## src/rtl/imem_arb_pkg.sv

```systemverilog
// Shared types and constants for the instruction-memory port arbiter.
package imem_arb_pkg;

    typedef enum logic [2:0] {
        ST_IDLE = 3'd0,
        ST_B0   = 3'd1,
        ST_B1   = 3'd2,
        ST_B2   = 3'd3,
        ST_B3   = 3'd4
    } arb_state_e;

    localparam int BYTES_PER_WORD     = 4;
    localparam int STARVE_MAX_DEFAULT = 8;

    // Big-endian byte lane: index 0 is the most significant byte.
    function automatic logic [7:0] word_byte(input logic [31:0] word, input int idx);
        return word[8*(BYTES_PER_WORD-1-idx) +: 8];
    endfunction

endpackage

```

## src/rtl/imem_starve_ctr.sv

```systemverilog
// Saturating starvation counter: counts lost loader arbitrations, raises force_grant at the limit.
module imem_starve_ctr
    import imem_arb_pkg::*;
#(
    parameter int STARVE_MAX = STARVE_MAX_DEFAULT
) (
    input  logic clk,
    input  logic rst_n,
    input  logic inc,
    input  logic clr,
    output logic force_grant
);

    localparam int CW = $clog2(STARVE_MAX + 1);

    logic [CW-1:0] count_r;

    // Count consecutive lost cycles, holding at the limit until cleared.
    always_ff @(posedge clk) begin
        if (!rst_n) begin
            count_r <= '0;
        end else if (clr) begin
            count_r <= '0;
        end else if (inc && (count_r != CW'(STARVE_MAX))) begin
            count_r <= count_r + CW'(1);
        end else begin
            count_r <= count_r;
        end
    end

    assign force_grant = (count_r == CW'(STARVE_MAX));

endmodule

```

## src/rtl/imem_port_arbiter.sv

```systemverilog
// Shares a byte-wide instruction memory between fetch reads and a word loader.
// Optional loader anti-starvation is enabled by defining IMEM_ARB_STARVE_EN.
module imem_port_arbiter
    import imem_arb_pkg::*;
#(
    parameter int ADDR_W     = 32,
    parameter int STARVE_MAX = STARVE_MAX_DEFAULT
) (
    input  logic              clk,
    input  logic              rst_n,
    input  logic              fetch_req,
    input  logic [ADDR_W-1:0] fetch_addr,
    output logic [31:0]       fetch_data,
    output logic              fetch_valid,
    output logic              fetch_stall,
    input  logic              ld_valid,
    output logic              ld_ready,
    input  logic [ADDR_W-1:0] ld_addr,
    input  logic [31:0]       ld_data,
    output logic [ADDR_W-1:0] mem_addr,
    input  logic [31:0]       mem_rdata,
    output logic              mem_we,
    output logic [ADDR_W-1:0] mem_waddr,
    output logic [7:0]        mem_wdata
);

    arb_state_e        state_r;
    logic [ADDR_W-1:0] word_addr_r;
    logic [31:0]       word_data_r;
    logic              we_r;
    logic [ADDR_W-1:0] waddr_r;
    logic [7:0]        wdata_r;
    logic              force_s;

`ifdef IMEM_ARB_STARVE_EN
    logic starve_inc_s;
    logic starve_clr_s;
    logic starve_force_s;

    assign starve_inc_s = rst_n && (state_r == ST_IDLE) && ld_valid && fetch_req && !force_s;
    assign starve_clr_s = !ld_valid || ld_ready;

    imem_starve_ctr #(
        .STARVE_MAX(STARVE_MAX)
    ) u_starve_ctr (
        .clk        (clk),
        .rst_n      (rst_n),
        .inc        (starve_inc_s),
        .clr        (starve_clr_s),
        .force_grant(starve_force_s)
    );

    assign force_s = starve_force_s & ld_valid;
`else
    // Strict fetch priority; STARVE_MAX has no effect in this build.
    assign force_s = 1'b0 & (STARVE_MAX == 0);
`endif

    assign mem_addr   = fetch_addr;
    assign fetch_data = mem_rdata;

    // Writes are suppressed immediately while reset is held so an aborted word stops cleanly.
    assign mem_we    = we_r & rst_n;
    assign mem_waddr = rst_n ? waddr_r : '0;
    assign mem_wdata = rst_n ? wdata_r : 8'h00;

    // Fetch/loader grant and stall decode from the current state.
    always_comb begin
        fetch_valid = 1'b0;
        fetch_stall = 1'b0;
        ld_ready    = 1'b0;
        if (!rst_n) begin
            fetch_valid = 1'b0;
        end else begin
            case (state_r)
                ST_IDLE: begin
                    fetch_valid = fetch_req & ~force_s;
                    fetch_stall = force_s;
                    ld_ready    = ld_valid & (~fetch_req | force_s);
                end
                ST_B0, ST_B1, ST_B2, ST_B3: fetch_stall = 1'b1;
                default: fetch_stall = 1'b1;
            endcase
        end
    end

    // Write sequencer: latch the word on accept, then emit four bytes MSB first.
    always_ff @(posedge clk) begin
        if (!rst_n) begin
            state_r     <= ST_IDLE;
            word_addr_r <= '0;
            word_data_r <= 32'h0000_0000;
            we_r        <= 1'b0;
            waddr_r     <= '0;
            wdata_r     <= 8'h00;
        end else begin
            case (state_r)
                ST_IDLE: begin
                    if (ld_ready) begin
                        state_r     <= ST_B0;
                        word_addr_r <= ld_addr;
                        word_data_r <= ld_data;
                        we_r        <= 1'b1;
                        waddr_r     <= ld_addr;
                        wdata_r     <= word_byte(ld_data, 0);
                    end else begin
                        we_r <= 1'b0;
                    end
                end
                ST_B0: begin
                    state_r <= ST_B1;
                    waddr_r <= word_addr_r + ADDR_W'(1);
                    wdata_r <= word_byte(word_data_r, 1);
                end
                ST_B1: begin
                    state_r <= ST_B2;
                    waddr_r <= word_addr_r + ADDR_W'(2);
                    wdata_r <= word_byte(word_data_r, 2);
                end
                ST_B2: begin
                    state_r <= ST_B3;
                    waddr_r <= word_addr_r + ADDR_W'(3);
                    wdata_r <= word_byte(word_data_r, 3);
                end
                ST_B3: begin
                    state_r <= ST_IDLE;
                    we_r    <= 1'b0;
                end
                default: begin
                    state_r <= ST_IDLE;
                    we_r    <= 1'b0;
                end
            endcase
        end
    end

endmodule
```

## config.mk

```make
export PLATFORM = sky130hd
export DESIGN_NAME = imem_port_arbiter
export DESIGN_NICKNAME = d
export VERILOG_FILES = /design/src/rtl/imem_arb_pkg.sv /design/src/rtl/imem_starve_ctr.sv /design/src/rtl/imem_port_arbiter.sv
export SDC_FILE = /design/constraint.sdc
export NUM_CORES = 1
export LEC_CHECK = 0
export BUFFER_PORTS_ARGS = -buffer_cell sky130_fd_sc_hd__buf_2
export CAP_MARGIN = 15
export CORE_MARGIN = 2
export CORE_UTILIZATION = 45
export CTS_BUF_LIST = sky130_fd_sc_hd__clkbuf_4
export CTS_CLUSTER_SIZE = 25
export DETAILED_ROUTE_END_ITERATION = 12
export PLACE_DENSITY = 0.74
export SLEW_MARGIN = 40
export SYNTH_ARGS = -nofsm -noshare
export SYNTH_HDL_FRONTEND = slang
export SYNTH_SLANG_ARGS = --single-unit
```

## constraint.sdc

```tcl
create_clock -name clk -period 3 [get_ports clk]
set_input_delay 0.45 -clock clk [delete_from_list [all_inputs] [get_ports clk]]
set_output_delay 0.45 -clock clk [all_outputs]
set_load 0.1 [all_outputs]
```

* Word-level counts from Yosys, hierarchy flattened *
Cells that the tools add are included.

storage, ports and cells
  input port bits = 132
  register bits = 100
  logic and storage cells = 37

cells by class
  bitwise logic cells = 3
  reductions and logical operators = 5
  equality and inequality tests = 4
  muxes and demuxes = 16
  add/subtract/negate cells = 3

operators by type and width
  cell                   number
  $pmux 32 s4            1
  $add 32x2->32 const B  2
  $mux 32                2
  $add 32x1->32 const B  1
  $pmux 8 s4             1
  $mux 8                 2
  $pmux 3 s4             1
  $mux 1                 7
  $eq 3x2->1 const B     2
  $reduce_and 2->1       2
  $reduce_bool 4->1      1
  $eq 3x1->1 const B     1
  $logic_not 3->1        1
  $mux 3                 1
  $reduce_or 3->1        1
  $and 1x1->1            2
  $ne 2x2->1 const B     1
  $pmux 1 s2             1
  $not 1->1              1

* Longest topological paths before layout *
  depth in word-level cells = 6
  depth in mapped cells = 12

* Worst setup path after synthesis *
Ideal clock, no wire load.

  path kind = in2out
  start point = in rst_n
  end point = out fetch_stall
  path slack = 0.105 ns
  arrival = 2.445 ns
  data required time = 2.550 ns
  buffers on the path = 3
  stages on the path = 4
  cells stage by stage = buf_2 clkbuf_1 clkbuf_1 nor2b_1

on the way
  longest elaborated chain between the ends = 1

RTL lines
  what         RTL line                 RTL
  from (decl)  imem_port_arbiter.sv:10  input logic rst_n,
  $mux 1       imem_port_arbiter.sv:72  if (!rst_n) begin
  to (decl)    imem_port_arbiter.sv:15  output logic fetch_stall,

No other way between the ends.

* Worst setup path after layout *
  start point = reg state_r[2]
  end point = out ld_ready

on the way
  longest elaborated chain between the ends = 3

RTL lines
  what                    RTL line                  RTL
  from (decl)             imem_port_arbiter.sv:27   arb_state_e state_r;
  from (signal assigned)  imem_port_arbiter.sv:90   state_r <= ST_IDLE;
  from (signal assigned)  imem_port_arbiter.sv:100  state_r <= ST_B0;
  from (signal assigned)  imem_port_arbiter.sv:111  state_r <= ST_B1;
  $logic_not 3->1         imem_port_arbiter.sv:75   case (state_r)
  $mux 1                  imem_port_arbiter.sv:75
  $mux 1                  imem_port_arbiter.sv:72
  to (decl)               imem_port_arbiter.sv:17   output logic ld_ready,

No other way between the ends.

==> metrics.csv <==
metric;value;unit
standard-cell rows;44;
largest net degree at the start of global routing;77;
Placement Cell Area;0.00680;mm^2
skew final;0.0250;ns
crit start category;flop;
post-synthesis cell area;0.00676;mm^2
hold slack;0.185;ns
Hold Vio Cnt, Final;0;
Max-Cap Viols;0;
outcome;complete, no violations;
Netlist cell types;68;
Setup Buffers After CTS;0;
DRT Pass-1 Iters;5;
FILL cells;1495;
Tcrit/Tclk final;0.848;
min-delay worst type;in -> reg;
DR iter-0 viols;452;
Resized cells post-CTS;0;
Hold Buf Count CTS;0;
Reg clk slew, reported paths;0.16;ns
DRT Wirelength;18.8;mm
Max Freq;0.393;GHz
core box area;0.0146;mm^2
Cells after DPL;1038;
RSZ-0062 raised after global routing;false;
drt wl/cell;17.9;um
DRC violations left;0;
Worst EP required;2.55;ns
crit end category;output pin;
worst-skew pair later-pin latency;0.50;ns
DIE WIDTH;127;um
post-route ant nets;0;
static leakage;0.00264;uW
syn_area_per_cell;7.81;um^2
GP Congestion;0.977;
Async SR Flop Fraction;0;
Num CTS Buffers;9;
vias in the first global route;5878;
Multi-input gate area;0.00378;mm^2
relative slew slack;0.549;
synthesis-to-finish area growth;3.13;%
Seq/Total Area, Yosys;0.296;
nets;1000;
root buffer cell;clkbuf_4;
PD cells;598;mW/mm^2
vias per inst;5.91;
sequential cell area;0.00200;mm^2
ant diodes;0;
synthesized netlist cell count;866;
DR vias;6233;
warnings from Yosys;0;
initial antenna violation count;0;
clock period minus worst slack;2.54;ns
total gr overflow;0;
slew of the pin with the lowest slew margin;0.671;ns
Post-synth EDFFs;0;
Final setup viols;0;
layout cells sized above 1;0.203;
fin area;0.00697;mm^2
IO Pins;240;
Synth Register Bits;100;
port bufs;111;
final total power;4170;uW
top_reg_cell synth;dfxtp_1;
fin cells;1054;
Setup TNS;0;ns
Detail Placement HPWL;13.0;mm
Peak VDD IR;365;uV
Tot GR Track Use;0.233;
die height;127;um
CTS tree;built;
CTS Sinks;100;
Die ar.;0.0160;mm^2
largest buffer count on any clock path;2;
Max Slew Vio Count;0;
CP arrival;2.09;ns
first-pass GRT wire length;30.5;mm
crit path max fanout;19;
Starting Density;0.463;
Mapped Nets;1001;
H-tree Lvls;3;
WS Path Type;reg -> out;
synthesized netlist by cell type, types with 16 or more instances:
library cell  number  share of area
a21boi_0          69          0.077
a21oi_1           37          0.027
a31oi_1           26          0.024
and2_1            43          0.040
buf_2             19          0.014
buf_4             73          0.081
clkbuf_1          39          0.022
dfxtp_1          100           0.30
nand2_1          149          0.083
nand4_1           16          0.015
nor2_1            25          0.014
nor4_1            21          0.019
o21ai_0           52          0.038
registers in the layout, summed over array words and instances (netlist names):
signal / count
waddr_r: 32
word_addr_r: 32
word_data_r: 24
wdata_r: 8
state_r: 3
we_r: 1
per-layer routing:
layer	global-route usage	up-vias	wire length, um
met5	0	-	0
met4	0.0743	0	388
met3	0.0671	33	1600
met2	0.362	285	8680
met1	0.313	2912	8180
li1	-	3003	-
metrics by stage:
stage | utilization | setup WS (ns)
after floorplan | - | 0.105
after global placement | 0.466 | 0.631
after detailed placement | 0.466 | 0.518
after CTS | 0.477 | 0.443
after global routing | 0.478 | 0.316
final | 0.478 | 0.455
final timing paths:
kind	startpoint	end	slack [ns]	depth (start not counted)
max	state_r[2]	ld_ready	0.46	4
min	ld_data[2]	word_data_r[2]	0.18	3
max reg2reg	state_r[0]	waddr_r[20]	0.51	9
min reg2reg	wdata_r[7]	wdata_r[7]	0.47	2
logic make-up after synthesis:
group	after synthesis	share of synthesized area
buffers and inverters	156	0.149
AND/OR/NAND/NOR	325	0.259
multiplexers	8	0.0126
XOR/XNOR	21	0.0272
flip-flops	100	0.296
AO/OA/AOI/OAI	253	0.250
adder cells (fa/ha/maj)	3	0.00666
power breakdown:
| group | switching, uW | total, uW | leakage [uW] | internal (uW) |
|---|---|---|---|---|
| Combinational | 1250 | 1690 | 0.00174 | 433 |
| Clock | 480 | 827 | 0.0000826 | 347 |
| Sequential | 140 | 1660 | 0.000817 | 1520 |
cell type report:
cell class | instances | area share
Clock inverter | 6 | 0.0127
Clock buffer | 10 | 0.0108
Tap cell | 184 | 0.0330
Timing Repair Buffer | 134 | 0.109
Multi-Input combinational cell | 610 | 0.542
Sequential cell | 100 | 0.287
Inverter | 10 | 0.00538
layout by cell type (no fill, tap or decap), types with 5 or more instances in the layout:
cell type / Yosys / layout
xnor2_1: 10 / 10
and2_1: 43 / 43
o21ai_0: 52 / 52
a31oi_1: 26 / 26
buf_2: 19 / 109
clkbuf_4: 0 / 10
and4_1: 6 / 6
o31a_1: 8 / 8
nand2_1: 149 / 149
nand3_1: 6 / 6
inv_1: 10 / 9
a221oi_1: 8 / 8
nand4_1: 16 / 16
nor4_1: 21 / 21
nor3_1: 13 / 13
nor2_1: 25 / 24
buf_4: 73 / 23
xor2_1: 11 / 11
o221ai_1: 8 / 8
a21oi_1: 37 / 36
dfxtp_1: 100 / 100
and3_1: 6 / 6
a21o_1: 5 / 5
a21boi_0: 69 / 69
a22oi_1: 8 / 8
critical path, stage by stage (launching register included):
cell and delay [ns]:
dfxtp_1 0.35, buf_4 0.21, or4_2 0.70, clkinv_1 0.16
buf_12 0.19
No activity file was read; power rests on OpenSTA's default activity.
